==> src/rtl/ifetch_unit.sv <==
// Instruction-fetch initiator: owns the PC, addresses the combinational instruction
// memory and captures the returned word into the IF/ID pipeline register.
module ifetch_unit #(
   parameter logic [31:0] RESET_PC = 32'h0000_0000,
   parameter logic [31:0] NOP_INS  = 32'h0000_0000
) (
   input  logic        clk,
   input  logic        rst,
   input  logic        stall,
   input  logic        flush,
   input  logic        redirect,
   input  logic [31:0] redirect_pc,
   output logic [31:0] insAddr,
   input  logic [31:0] ins,
   output logic        if_id_valid,
   output logic [31:0] if_id_ins,
   output logic [31:0] if_id_pc,
   output logic [31:0] if_id_npc,
   output logic [31:0] fetch_count
);

   typedef enum logic [1:0] {
      ACT_REDIRECT,
      ACT_FLUSH,
      ACT_STALL,
      ACT_ADVANCE
   } action_e;

   localparam logic [31:0] ALIGN_MASK = 32'hFFFF_FFFC;

   action_e     action;
   logic [31:0] pc_q,          pc_d;
   logic        valid_q,       valid_d;
   logic [31:0] ins_q,         ins_d;
   logic [31:0] id_pc_q,       id_pc_d;
   logic [31:0] id_npc_q,      id_npc_d;
   logic [31:0] fetch_count_q, fetch_count_d;
   logic [31:0] pc_plus4;

   assign pc_plus4 = pc_q + 32'd4;

   // Priority among the pipeline controls: redirect > flush > stall > advance.
   always_comb begin
      if (redirect)   action = ACT_REDIRECT;
      else if (flush) action = ACT_FLUSH;
      else if (stall) action = ACT_STALL;
      else            action = ACT_ADVANCE;
   end

   always_comb begin
      // NOTE: every always_comb output gets a hold default first, so no path can infer a latch.
      pc_d          = pc_q;
      valid_d       = valid_q;
      ins_d         = ins_q;
      id_pc_d       = id_pc_q;
      id_npc_d      = id_npc_q;
      fetch_count_d = fetch_count_q;
      unique case (action)
         ACT_REDIRECT: begin
            // Misaligned targets are silently aligned rather than faulted.
            pc_d    = redirect_pc & ALIGN_MASK;
            valid_d = 1'b0;
            ins_d   = NOP_INS;
         end
         ACT_FLUSH: begin
            valid_d = 1'b0;
            ins_d   = NOP_INS;
         end
         ACT_STALL: ;
         ACT_ADVANCE: begin
            pc_d          = pc_plus4;
            valid_d       = 1'b1;
            ins_d         = ins;
            id_pc_d       = pc_q;
            id_npc_d      = pc_plus4;
            fetch_count_d = fetch_count_q + 32'd1;
         end
         default: ;
      endcase
   end

   // NOTE: state registers use non-blocking assignments so all flops update together at the edge.
   always_ff @(posedge clk) begin
      if (rst) begin
         pc_q          <= RESET_PC & ALIGN_MASK;
         valid_q       <= 1'b0;
         ins_q         <= NOP_INS;
         id_pc_q       <= 32'h0;
         id_npc_q      <= 32'h0;
         fetch_count_q <= 32'h0;
      end else begin
         pc_q          <= pc_d;
         valid_q       <= valid_d;
         ins_q         <= ins_d;
         id_pc_q       <= id_pc_d;
         id_npc_q      <= id_npc_d;
         fetch_count_q <= fetch_count_d;
      end
   end

   assign insAddr     = pc_q;
   assign if_id_valid = valid_q;
   assign if_id_ins   = ins_q;
   assign if_id_pc    = id_pc_q;
   assign if_id_npc   = id_npc_q;
   assign fetch_count = fetch_count_q;

endmodule

==> config.mk <==
export PLATFORM = sky130hd
export DESIGN_NAME = ifetch_unit
export DESIGN_NICKNAME = d
export VERILOG_FILES = /design/src/rtl/ifetch_unit.sv
export SDC_FILE = /design/constraint.sdc
export NUM_CORES = 1
export LEC_CHECK = 0
export CAP_MARGIN = 30
export CORE_UTILIZATION = 51
export CTS_BUF_LIST = sky130_fd_sc_hd__clkbuf_8
export CTS_CLUSTER_SIZE = 20
export DETAILED_ROUTE_END_ITERATION = 10
export GPL_TIMING_DRIVEN = 0
export MAX_ROUTING_LAYER = met4
export PLACE_DENSITY = 0.91
export SYNTH_ARGS = -nofsm -noshare
export SYNTH_HDL_FRONTEND = slang
export SYNTH_SLANG_ARGS = --single-unit
==> constraint.sdc <==
create_clock -name clk -period 4 [get_ports clk]
set_input_delay 0.6 -clock clk [delete_from_list [all_inputs] [get_ports clk]]
set_output_delay 0.6 -clock clk [all_outputs]
set_load 0.005 [all_outputs]
==> flow_summary.json <==
{
  "status": "finished clean",
  "max_slew_margin": 0.369,
  "via_count": 6998,
  "power_frac_seq": 0.496,
  "cts_buffer_depth": 2,
  "synth_top_family_by_area": "simple AND/OR/NAND/NOR gates",
  "synth-simple-area-share": 0.222,
  "reg2reg_depth": 6,
  "drt-initial-drc-count": 646,
  "drcViolationCount": 0,
  "syn-instance-count": 804,
  "hold_ws_ps": 483,
  "synth_top_cell_by_area": "dfxtp_1",
  "grt_pass1_wl_mm": 34.0,
  "syn_to_final_growth_pct": 41.4,
  "core_mm2": 0.0129,
  "clk_latency_ps": 460,
  "reg2reg_from": "insAddr[2]",
  "cts_resized": 0,
  "tritoncts": "built",
  "drtAntennaViolNets": 0,
  "die_height_um": 118,
  "ys_types": 47,
  "viasPerCell": 5.68,
  "yosys.area.top_type_share": 0.453,
  "cp-startpoint": "flush",
  "whs_endpoint": "if_id_npc[2]",
  "switching_share": 0.258,
  "post-cts-setup-buffer-count": 0,
  "post-route-period-util": 0.794,
  "yosys_warnings": 0,
  "crit_fanout": 10,
  "antenna_found_initial": 0,
  "htree_levels": 4,
  "finalHoldViolCount": 0,
  "synthMuxAreaShare": 0.0545,
  "reg2reg_setup_slack_ps": 1090,
  "die_area_mm2": 0.0139,
  "cp.required_ps": 4330,
  "synth_commonest_cells": "161 x nor2_1, 155 x dfxtp_1, 57 x a22oi_1, 45 x clkbuf_1, 35 x mux2i_1",
  "hp-start": "if_id_npc[2]",
  "portBuffers": 220,
  "cts_buffers": 17,
  "rsz0062_at_grt": "false",
  "p_switching_uw": 849,
  "wl_per_cell_um": 17.7,
  "ys_seq_area_frac": 0.453,
  "setup_violations": 0,
  "critPathArrivalTime_ps": 3500,
  "io_pins": 230,
  "fillers": 936,
  "synth_most_common_cell": "nor2_1",
  "power_frac_comb": 0.143,
  "fin_setup_tns_ps": 0,
  "syn-cell-area_mm2": 0.00685,
  "synth_area_leaders": "dfxtp_1 45%, nor2_1 8.8%, a22oi_1 6.3%",
  "synth_adder_area_share": 0.00731,
  "ctsHoldBuffers": 0,
  "layout-drive-gt1-share": 0.0566,
  "rr_endpoint": "insAddr[24]",
  "hold_depth": 2,
  "async_flop_share": 0,
  "power_per_cell_area_mw_per_mm2": 341,
  "drv_slew": 0,
  "clock_sinks": 155,
  "drtPass1Iterations": 5,
  "cts_root_buffer": "clkbuf_8",
  "synth-compound-area-share": 0.148,
  "grt_overflow_total": 0,
  "path_class": "in -> reg",
  "ir_worst_vdd_uv": 239,
  "grt_usage": 0.321,
  "p_int_mw": 2.45,
  "drt-total-wl_mm": 21.9,
  "fp-row-count": 41,
  "finalCriticalPeriod_ps": 3180,
  "worst_pin_slew_ps": 938,
  "fmax_mhz": 315,
  "clkTransAtPathRegs_ps": 80,
  "synth_edf_count": 0,
  "worst_setup_path_start_kind": "input pin",
  "final_nets": 1121,
  "ys_ff_latch": 155,
  "dp.final_hpwl_mm": 15.8,
  "maxCapViolCount": 0,
  "ys.flop_type": "dfxtp_1",
  "die_width_um": 118,
  "crit_path_end_kind": "register",
  "grt_pass1_vias": 6547,
  "skew_ps": 11.8,
  "worstHoldPathType": "reg -> reg",
  "grt_max_degree": 17,
  "clkPwrFrac": 0.361,
  "diodes": 0,
  "start_util": 0.532,
  "synth_xor_area_frac": 0.0563,
  "gp_congestion": 0.987,
  "p_leak_nw": 3.31,
  "avgSynthCellArea_um2": 8.52
}
==> worst max path at each step <==
stage	end	slack (ps)
floorplan	fetch_count[25]	1610
global placement	if_id_pc[18]	400
detailed placement	if_id_pc[20]	370
CTS	if_id_pc[20]	900
global route	if_id_npc[29]	730
finish	if_id_pc[14]	820
==> logic make-up (layout without fill, tap and decap cells) <==
logic type,Yosys count,after routing
AOI/OAI and AO/OA,150,150
adders and majority gates,4,4
other,1,6
DFF,155,155
xor gates and xnor gates,44,44
and+or+nand+nor,319,319
buffers and inverters,94,345
muxes,37,37
==> registers in the layout, indices dropped and copies added, names as in the netlist <==
name / count
fetch_count: 32
if_id_valid: 1
insAddr: 30
if_id_npc: 30
if_id_pc: 30
if_id_ins: 32
==> cell type report <==
| class | count | area, um2 | area share |
|---|---|---|---|
| Clock inverter | 9 | 95.1 | 0.00982 |
| Timing Repair Buffer | 220 | 2200 | 0.227 |
| Sequential cell | 155 | 3100 | 0.321 |
| Multi-Input combinational cell | 560 | 3360 | 0.347 |
| Buffer | 79 | 345 | 0.0357 |
| Tap cell | 172 | 215 | 0.0222 |
| Clock buffer | 22 | 303 | 0.0313 |
| Inverter | 15 | 56.3 | 0.00582 |
==> stage by stage <==
step	area, um2	worst slack (ps)	cells	power, mW	util
4_1_cts	9680	901	1232	3.30	0.752
6_report	9680	824	1232	3.30	0.752
3_3_place_gp	9280	397	1201	2.12	0.721
2_1_floorplan	6870	1610	809	1.88	-
3_5_place_dp	9280	374	1201	2.13	0.721
5_1_grt	9680	727	1232	3.42	0.752
==> layer usage <==
metal	track usage	up-vias	wire (um)
met5	-	-	0
met4	0.163	0	840
met3	0.0644	71	1660
met2	0.500	367	10300
met1	0.393	3269	9010
li1	-	3291	-
==> power groups by stage <==
stage	logic, mW	registers (mW)	clock network (mW)
after floorplan	0.218	1.67	0
after global placement	0.451	1.67	0
after detailed placement	0.460	1.67	0
after CTS	0.463	1.63	1.20
after global routing	0.504	1.64	1.27
final	0.471	1.64	1.19
==> worst max-delay path, stage by stage <==
cell and delay (ps):
clkdlybuf4s50_1 470, inv_1 40, a21oi_1 220, ha_1 200, clkbuf_1 420, clkbuf_1 490, buf_1 710, mux2i_1 280
nor2_1 60
==> layout by cell type, fill, tap and decap left out, types with 6 or more instances in the layout <==
cell type,count
a211oi_1,19
a21oi_1,34
a22oi_1,57
and2_1,6
and3_1,7
and4_1,8
buf_1,11
buf_2,10
buf_4,8
clkbuf_1,45
clkbuf_8,22
clkdlybuf4s50_1,220
conb_1,6
dfxtp_1,155
inv_1,17
mux2i_1,35
nand2_1,32
nand3_1,17
nand4_1,11
nor2_1,161
nor3_1,32
nor4_1,17
o21a_1,7
o21ai_0,14
o31a_1,7
or3_1,10
xnor2_1,32
xor2_1,12
Power figures use the tool's default switching activity.
